**src/rtl/lsu_pkg.sv**
```systemverilog
// lsu_pkg: size codes, misalign sequencer states and the size-to-byte-count helper.
package lsu_pkg;
    localparam logic [1:0] SZ_B = 2'b00;
    localparam logic [1:0] SZ_H = 2'b01;
    localparam logic [1:0] SZ_W = 2'b10;
    typedef enum logic [2:0] {
        IDLE,
        LD_LO,
        LD_HI,
        LD_WAIT,
        ST_SEQ,
        DONE
    } msa_state_e;
    function automatic logic [2:0] size_nb(input logic [1:0] size);
        return size == SZ_B ? 3'd1 : size == SZ_H ? 3'd2 : 3'd4;
    endfunction
endpackage

```
**src/rtl/lsu_ld_align.sv**
```systemverilog
// lsu_ld_align: picks nb bytes starting at byte off of {hi, lo} and sign/zero-extends them.
module lsu_ld_align
    import lsu_pkg::*;
(
    input  logic [31:0] lo,
    input  logic [23:0] hi,
    input  logic [1:0]  off,
    input  logic [1:0]  size,
    input  logic        sgn,
    output logic [31:0] result
);
    logic [31:0] sh;
    assign sh = 32'({hi, lo} >> {off, 3'b000});
    always_comb begin
        result = size == SZ_B ? {{24{sgn & sh[7]}}, sh[7:0]} :
                 size == SZ_H ? {{16{sgn & sh[15]}}, sh[15:0]} : sh;
    end
endmodule

```
**src/rtl/lsu_misalign_ctrl.sv**
```systemverilog
// lsu_misalign_ctrl: splits misaligned loads into word reads and misaligned stores into byte beats.
// Define MISALIGN_TRAP_EN to trap misaligned requests instead of splitting them.
module lsu_misalign_ctrl
    import lsu_pkg::*;
#(
    parameter int ADDR_W = 32
) (
    input  logic              i_clk,
    input  logic              i_reset,
    input  logic              i_req_valid,
    output logic              o_req_ready,
    input  logic [ADDR_W-1:0] i_req_addr,
    input  logic [31:0]       i_req_wdata,
    input  logic [1:0]        i_req_size,
    input  logic              i_req_signed,
    input  logic              i_req_wren,
    output logic              o_rsp_valid,
    output logic [31:0]       o_rsp_rdata,
    output logic              o_rsp_misalign,
    output logic [ADDR_W-1:0] o_lsu_addr,
    output logic [31:0]       o_lsu_st_data,
    output logic [1:0]        o_lsu_size,
    output logic              o_lsu_signed,
    output logic              o_lsu_wren,
    input  logic [31:0]       i_lsu_ld_data
);
    msa_state_e        state;
    logic [ADDR_W-1:0] addr_q;
    logic [31:0]       wdata_q, lo_q, ld_res;
    logic [1:0]        size_q, beat_q, last_q, next_beat;
    logic              sgn_q, cross_q, trap_q;
    logic [2:0]        nb_in;
    logic              aligned_in, cross_in, trap_in;

    assign nb_in      = size_nb(i_req_size);
    assign aligned_in = ~|(i_req_addr[1:0] & (nb_in[1:0] - 2'd1));
    assign cross_in   = ({1'b0, i_req_addr[1:0]} + nb_in) > 3'd4;
    assign next_beat  = beat_q + 2'd1;
`ifdef MISALIGN_TRAP_EN
    assign trap_in = !aligned_in;
`else
    assign trap_in = 1'b0;
`endif
    assign o_req_ready  = state == IDLE;
    assign o_lsu_signed = 1'b0;

    // the high word arrives on the wire while the low word sits in lo_q
    lsu_ld_align u_align (
        .lo    (cross_q ? lo_q : i_lsu_ld_data),
        .hi    (i_lsu_ld_data[23:0]),
        .off   (addr_q[1:0]),
        .size  (size_q),
        .sgn   (sgn_q),
        .result(ld_res)
    );

    always_ff @(posedge i_clk) begin
        if (!i_reset) begin
            state          <= IDLE;
            o_lsu_addr     <= '0;
            o_lsu_st_data  <= '0;
            o_lsu_size     <= '0;
            o_lsu_wren     <= 1'b0;
            o_rsp_valid    <= 1'b0;
            o_rsp_rdata    <= '0;
            o_rsp_misalign <= 1'b0;
            addr_q         <= '0;
            wdata_q        <= '0;
            lo_q           <= '0;
            size_q         <= '0;
            sgn_q          <= 1'b0;
            cross_q        <= 1'b0;
            trap_q         <= 1'b0;
            beat_q         <= '0;
            last_q         <= '0;
        end else begin
            o_rsp_valid <= 1'b0;
            o_lsu_wren  <= 1'b0;
            case (state)
                IDLE: if (i_req_valid) begin
                    addr_q  <= i_req_addr;
                    wdata_q <= i_req_wdata;
                    size_q  <= i_req_size;
                    sgn_q   <= i_req_signed;
                    cross_q <= cross_in;
                    trap_q  <= trap_in;
                    beat_q  <= '0;
                    last_q  <= aligned_in ? 2'd0 : nb_in[1:0] - 2'd1;
                    if (trap_in) begin
                        state <= LD_WAIT;
                    end else if (!i_req_wren) begin
                        o_lsu_addr <= {i_req_addr[ADDR_W-1:2], 2'b00};
                        o_lsu_size <= SZ_W;
                        state      <= LD_LO;
                    end else begin
                        o_lsu_addr    <= i_req_addr;
                        o_lsu_size    <= aligned_in ? i_req_size : SZ_B;
                        o_lsu_st_data <= aligned_in ? i_req_wdata : {24'd0, i_req_wdata[7:0]};
                        o_lsu_wren    <= 1'b1;
                        state         <= ST_SEQ;
                    end
                end
                LD_LO: begin
                    if (cross_q)
                        o_lsu_addr <= o_lsu_addr + ADDR_W'(4);
                    state <= cross_q ? LD_HI : LD_WAIT;
                end
                LD_HI: begin
                    lo_q  <= i_lsu_ld_data;
                    state <= LD_WAIT;
                end
                LD_WAIT: begin
                    o_rsp_rdata    <= trap_q ? 32'd0 : ld_res;
                    o_rsp_misalign <= trap_q;
                    o_rsp_valid    <= 1'b1;
                    state          <= DONE;
                end
                ST_SEQ: begin
                    if (beat_q == last_q) begin
                        o_rsp_rdata    <= '0;
                        o_rsp_misalign <= 1'b0;
                        o_rsp_valid    <= 1'b1;
                        state          <= DONE;
                    end else begin
                        beat_q        <= next_beat;
                        o_lsu_addr    <= addr_q + {{(ADDR_W-2){1'b0}}, next_beat};
                        o_lsu_st_data <= {24'd0, wdata_q[{next_beat, 3'b000} +: 8]};
                        o_lsu_wren    <= 1'b1;
                    end
                end
                default: state <= IDLE;
            endcase
        end
    end
endmodule

```
**config.mk**
```make
export PLATFORM = sky130hd
export DESIGN_NAME = lsu_misalign_ctrl
export DESIGN_NICKNAME = d
export VERILOG_FILES = /design/src/rtl/lsu_pkg.sv /design/src/rtl/lsu_ld_align.sv /design/src/rtl/lsu_misalign_ctrl.sv
export SDC_FILE = /design/constraint.sdc
export NUM_CORES = 1
export LEC_CHECK = 0
export CAP_MARGIN = 20
export CORE_ASPECT_RATIO = 1.25
export CORE_UTILIZATION = 45
export CTS_BUF_LIST = sky130_fd_sc_hd__clkbuf_4
export CTS_CLUSTER_SIZE = 10
export DETAILED_ROUTE_END_ITERATION = 16
export PLACE_DENSITY = 0.7
export SLEW_MARGIN = 20
export SYNTH_ARGS = -nofsm -noshare
export SYNTH_HDL_FRONTEND = slang
export SYNTH_SLANG_ARGS = --single-unit
```
**constraint.sdc**
```tcl
create_clock -name i_clk -period 3.2 [get_ports i_clk]
set_input_delay 0.64 -clock i_clk [delete_from_list [all_inputs] [get_ports i_clk]]
set_output_delay 0.64 -clock i_clk [all_outputs]
set_load 0.01 [all_outputs]
```
---- Word-level counts from Yosys, hierarchy flattened ----
Cells that the tools add are included.
cells by class
  add/subtract/negate cells ............... 5
  magnitude comparators ................... 1
  equal/unequal tests ..................... 12
  shift operators ......................... 2
  multiplexer cells ....................... 36
  bitwise gates (word level) .............. 3
  reductions and logical operators ........ 13
operators by type and width
  operator                                                         number
  32-bit two-way mux                                               11
  32-bit case mux with 2 select lines                              2
  32-bit case mux with 3 select lines                              1
  56-bit by 5-bit >> shifter with 32-bit output                    1
  32-bit by 2-bit adder with 32-bit output                         1
  32-bit by 3-bit adder with 32-bit output, second input constant  1
  32-bit by 6-bit indexed part select with 8-bit output            1
  3-bit two-way mux                                                5
  3-bit case mux with 5 select lines                               1
  2-bit two-way mux                                                6
  2-bit != test, second input constant                             4
  4-bit AND reduction                                              2
  3-bit by 2-bit == test with 1-bit output, second input constant  2
  1-bit two-way mux                                                6
  1-bit case mux with 2 select lines                               3
  2-bit AND reduction                                              3
  2-bit by 1-bit == test with 1-bit output, second input constant  2
  2-bit zero test                                                  2
  2-bit case mux with 2 select lines                               1
  2-bit nonzero test                                               2
  2-bit by 3-bit adder with 3-bit output                           1
  3-bit by 1-bit == test with 1-bit output, second input constant  1
  3-bit == test, second input constant                             1
  3-bit greater-than comparator, second input constant             1
  10 further kinds                                                 11
word-level totals
  register bits ........................... 208
  bits of input ports ..................... 103
  word-level logic and storage cells ...... 88

---- Logic depth before layout (Yosys ltp) ----
  depth in word-level cells ............... 10
  gate-level depth with buffers ........... 11
  gate-level depth less buffers ........... 10

---- By module ----
A second synthesis with hierarchy kept.
unflattened totals
  cells, all modules ...................... 1281
  area, all modules ....................... 10742.8 sq um
by module, submodules not included
  module             instances  cells an instance  area each (sq um)  seq. area each (sq um)
  lsu_misalign_ctrl  1          1181               9626.7             4144.0
  lsu_ld_align       1          100                1116.1             0.0

---- Least setup slack after synthesis ----
No wires, ideal clock.
  path type ............................... reg-to-reg
  start ................................... register beat_q[1]
  end ..................................... register o_lsu_addr[24]
  setup time .............................. 129 ps
  arrival time ............................ 2790 ps
  data required time ...................... 3071 ps
  slack ................................... 281 ps
  cell stages (with the launch flop) ...... 11
  clock period less this slack ............ 2919 ps
  cell sequence ........................... dfxtp_1 buf_1 xor2_1 inv_1 fa_1 nand3b_1 nor3_1 nand3_2 o21a_1 o211ai_1 a32oi_1
on the way
  cells in the longest elaborated chain, start to end .. 4
  elaborated cells on any way between the ends .. 7
RTL lines
  element                                   line                      source
  start: declaration                        lsu_misalign_ctrl.sv:30   logic [1:0] size_q, beat_q, last_q, next_beat;
  start signal: assignment                  lsu_misalign_ctrl.sv:125  beat_q <= next_beat;
  2-bit by 1-bit adder with 2-bit output    lsu_misalign_ctrl.sv:38   assign next_beat = beat_q + 2'd1;
  32-bit by 2-bit adder with 32-bit output  lsu_misalign_ctrl.sv:126  o_lsu_addr <= addr_q + {{(ADDR_W-2){1'b0}}, next_beat};
  32-bit two-way mux                        lsu_misalign_ctrl.sv:119  if (beat_q == last_q) begin
  32-bit case mux with 3 select lines       lsu_misalign_ctrl.sv:79   case (state)
  end signal: assignment                    lsu_misalign_ctrl.sv:92   o_lsu_addr <= {i_req_addr[ADDR_W-1:2], 2'b00};
  end signal: assignment                    lsu_misalign_ctrl.sv:96   o_lsu_addr <= i_req_addr;
  end signal: assignment                    lsu_misalign_ctrl.sv:126
  end: declaration                          lsu_misalign_ctrl.sv:20   output logic [ADDR_W-1:0] o_lsu_addr,
Parallel ways exist; a longest one is shown, timed or not. The select of a mux whose other input is x is not followed.
A chain may end at the register's enable or synchronous reset.

---- Worst setup path after layout ----
  start ................................... register state[0]
  end ..................................... output o_req_ready
on the way
  cells in the longest elaborated chain, start to end .. 1
RTL lines
  element                   line                      source
  start: declaration        lsu_misalign_ctrl.sv:27   msa_state_e state;
  start signal: assignment  lsu_misalign_ctrl.sv:106  state <= cross_q ? LD_HI : LD_WAIT;
  3-bit zero test           lsu_misalign_ctrl.sv:44   assign o_req_ready = state == IDLE;
  end: declaration          lsu_misalign_ctrl.sv:11   output logic o_req_ready,
No other way between the ends.

==> results.tsv <==
stage	metric	value	unit
outcome	status	finished, final reports clean	
global_route	gr ovfl total	0	
drt	Pre-Repair DR Iteration Count	8	
clocking	Post-CTS Resized	0	
power_and_ir_drop	worst vdd ir	301	µV
synthesis	yosys warns	0	
power_and_ir_drop	Flop pwr share	42.7	%
final_layout	Nets	1596	
synthesis	number of synthesized flops with an enable pin	0	
sta	Worst-Margin Slew	784	ps
power_and_ir_drop	P_sw	2.37	mW
sta	Worst slew margin	47.6	%
critical_path	required time of the critical path	2560	ps
global_route	GRT Total Usage	25.7	%
drt	post-route ant nets	0	
drt	Wirelength per Cell	17.5	µm
synthesis	cell with the most instances after synthesis	nand2_1	
synthesis	Synth top cells by count	nand2_1, dfxtp_1, a21boi_0	
power_and_ir_drop	P_leak	5.03	nW
drt	via count	10400	
power_and_ir_drop	Comb power frac	26.1	%
power_and_ir_drop	sw frac	33.0	%
critical_path	startpoint types	flip-flop	
final_layout	filler cell count	2181	
critical_path	CP max stage cell	clkdlybuf4s50_1	
sta	final setup margin	121	ps
clocking	Clock transition at path regs	70	ps
sta	Max Clock Skew	24.6	ps
clocking	CTS max path bufs	3	
final_layout	Layout area overhead	26.7	%
global_route	met3 Track Usage GR	5.19	%
global_route	largest net degree at the start of global routing	59	
global_route	grt met1 use	32.0	%
floorplanning	Die X	142	µm
clocking	Root Buffer	clkbuf_4	
drt	via/cell ratio	5.65	
power_and_ir_drop	Power Density	515	mW/mm²
sta	Final Setup Violations	0	
synthesis	cell taking the most area after synthesis	dfxtp_1	
synthesis	Async S/R FF share, synth	0	%
floorplanning	Initial Utilization	46.1	%
sta	fin. max-slew vios	0	
placed_design	Buffers on Ports	203	
clocking	Clock Latency Late Sink	660	ps
sta	Hold Violations, Final	0	
final_layout	fraction of layout cells with a size suffix above 1	12.3	%
critical_path	Critical Path, Cell by Cell	or2_2 -> nor2_2 -> clkdlybuf4s50_1	
synthesis	library cells used by synthesis	79	
clocking	clock tree sinks	207	
final_layout	area of the multi-input gates	0.00640	mm²
floorplanning	num ports	206	
synthesis	FF+latch count, synth	207	
drt	initial detailed-routing violation count	786	
clocking	Num CTS Buffers	53	
clocking	Hold Buf Count CTS	0	
critical_path	critical path fanouts, max	13	
synthesis	top cells by area, synth	dfxtp_1, nand2_1, a21boi_0	
synthesis	post-synth top area share	37.6	%
global_route	first-pass GRT wire length	51.5	mm
job	Max-Cap Viols	0	
sta	Sum Neg Setup Slack	0	ps
drt	DRC viols	0	
sta	crit path time final	3080	ps
floorplanning	core box area	0.0239	mm²
final_layout	Sequential Area	0.00415	mm²
synthesis	Cells after Synth	1297	
clocking	CTS H-tree lvls	2	
power_and_ir_drop	Internal	4.82	mW
critical_path	CP arrival	2440	ps
synthesis	Avg Inst Size Synth	8.49	µm²
sta	Max Freq	0.325	GHz
global_route	initial antenna violation count	1	
global_route	vias in the first global route	9865	
sta	RSZ-0062 raised after global routing	no	
clocking	CTS tree	done	
floorplanning	die height	177	µm
placed_design	placer congestion estimate	0.917	
global_route	Top Usage Layer GRT	met2	
critical_path	Worst Setup End Kind	output pin	
floorplanning	std cell rows	63	
global_route	met2 demand-to-capacity share in global routing	43.0	%
critical_path	worst stage delay on the critical path	600	ps
power_and_ir_drop	Clk pwr share	31.3	%
placed_design	pre-CTS setup slack	365	ps
hold_path	Hold Crit Class	flip-flop to flip-flop	
clocking	postcts setup bufs	0	
floorplanning	full die area	0.0251	mm²
placed_design	hpwl dp	22.7	mm
drt	DRT Wirelength	32.5	mm
synthesis	Mapped Area	0.0110	mm²
synthesis	Seq/Total Area, Yosys	37.6	%
critical_path	Setup CP Type	flip-flop to output pin	
sta	period utilisation layout	96.2	%
synthesis	Synth Flop Type	dfxtp_1	
==> worst paths after layout <==
path / from / end / slack [ps] / depth (start not counted)
hold / removal: o_rsp_rdata[16] / o_rsp_rdata[16] / 450 / 2
setup / recovery: state[0] / o_req_ready / 120 / 3
hold reg to reg: o_rsp_rdata[16] / o_rsp_rdata[16] / 450 / 2
setup reg to reg: addr_q[0] / o_lsu_addr[20] / 310 / 9
==> cell families after synthesis <==
group / after synthesis / synth area share [%]
simple gates: 528 / 22.2
compound gates: 330 / 21.3
flops: 207 / 37.6
buf+inv: 115 / 4.48
mux: 67 / 10.0
xor+xnor: 42 / 3.34
fa+ha+maj: 7 / 0.932
other cells: 1 / 0.0341
==> power groups by stage <==
| stage | Sequential, mW | Clock, mW | Combinational (mW) |
|---|---|---|---|
| after floorplan | 3.07 | 0 | 1.13 |
| after global placement | 3.11 | 0 | 1.84 |
| after detailed placement | 3.12 | 0 | 1.86 |
| after CTS | 3.06 | 2.31 | 1.87 |
| after global routing | 3.09 | 2.43 | 2.04 |
| final | 3.07 | 2.25 | 1.87 |
==> sequential cells by signal (all words and copies together) (netlist names), 2 cells and up <==
| signal | cells |
|---|---|
| addr_q | 32 |
| lo_q | 32 |
| o_lsu_addr | 32 |
| o_lsu_st_data | 32 |
| o_rsp_rdata | 32 |
| wdata_q | 32 |
| state | 3 |
| beat_q | 2 |
| last_q | 2 |
| o_lsu_size | 2 |
| size_q | 2 |
==> per-layer routing <==
layer / part of all wire, % / up-vias
met1: 42 / 4917
met5: 0 / -
met3: 7.1 / 87
met2: 48 / 421
met4: 3.4 / 0
li1: - / 5020
==> cells in the final DEF (no fill, tap or decap), drive strengths merged, types with 25 or more instances in the layout <==
cell type / netlist / layout
clkdlybuf4s50: 0 / 202
nand3: 37 / 37
nand2: 297 / 297
a22oi: 25 / 25
nor2b: 40 / 40
a21oi: 53 / 53
mux4: 33 / 33
dfxtp: 207 / 207
clkbuf: 67 / 75
a21boi: 102 / 102
nor2: 65 / 65
buf: 35 / 33
o21ai: 51 / 51
==> critical path: cells and delay by family (launching register included) <==
kind                   cells  cell delay, ps
flip-flops                 1             480
AND/OR/NAND/NOR            2             710
buffers and inverters      1             600
==> layout make-up <==
| cell class | instances | area share, % |
|---|---|---|
| diodes | 1 | 0.0179 |
| flip-flops and latches | 207 | 29.7 |
| clock buffers | 75 | 4.04 |
| well taps | 325 | 2.92 |
| inverters | 13 | 0.350 |
| multi-input cells | 976 | 45.9 |
| clock inverters | 18 | 0.735 |
| repair buffers | 235 | 16.4 |
==> per-stage QoR <==
step	instance area (µm²)	cells	hold slack (ps)	total power [mW]	util [%]
after global placement	13300	1756	435	4.95	55.6
after floorplan	11000	1298	440	4.20	-
after detailed placement	13300	1756	445	4.98	55.6
final	13900	1850	453	7.19	58.4
after CTS	13900	1849	426	7.24	58.4
after global routing	13900	1850	451	7.57	58.4
No activity file was read; power rests on OpenSTA's default activity.
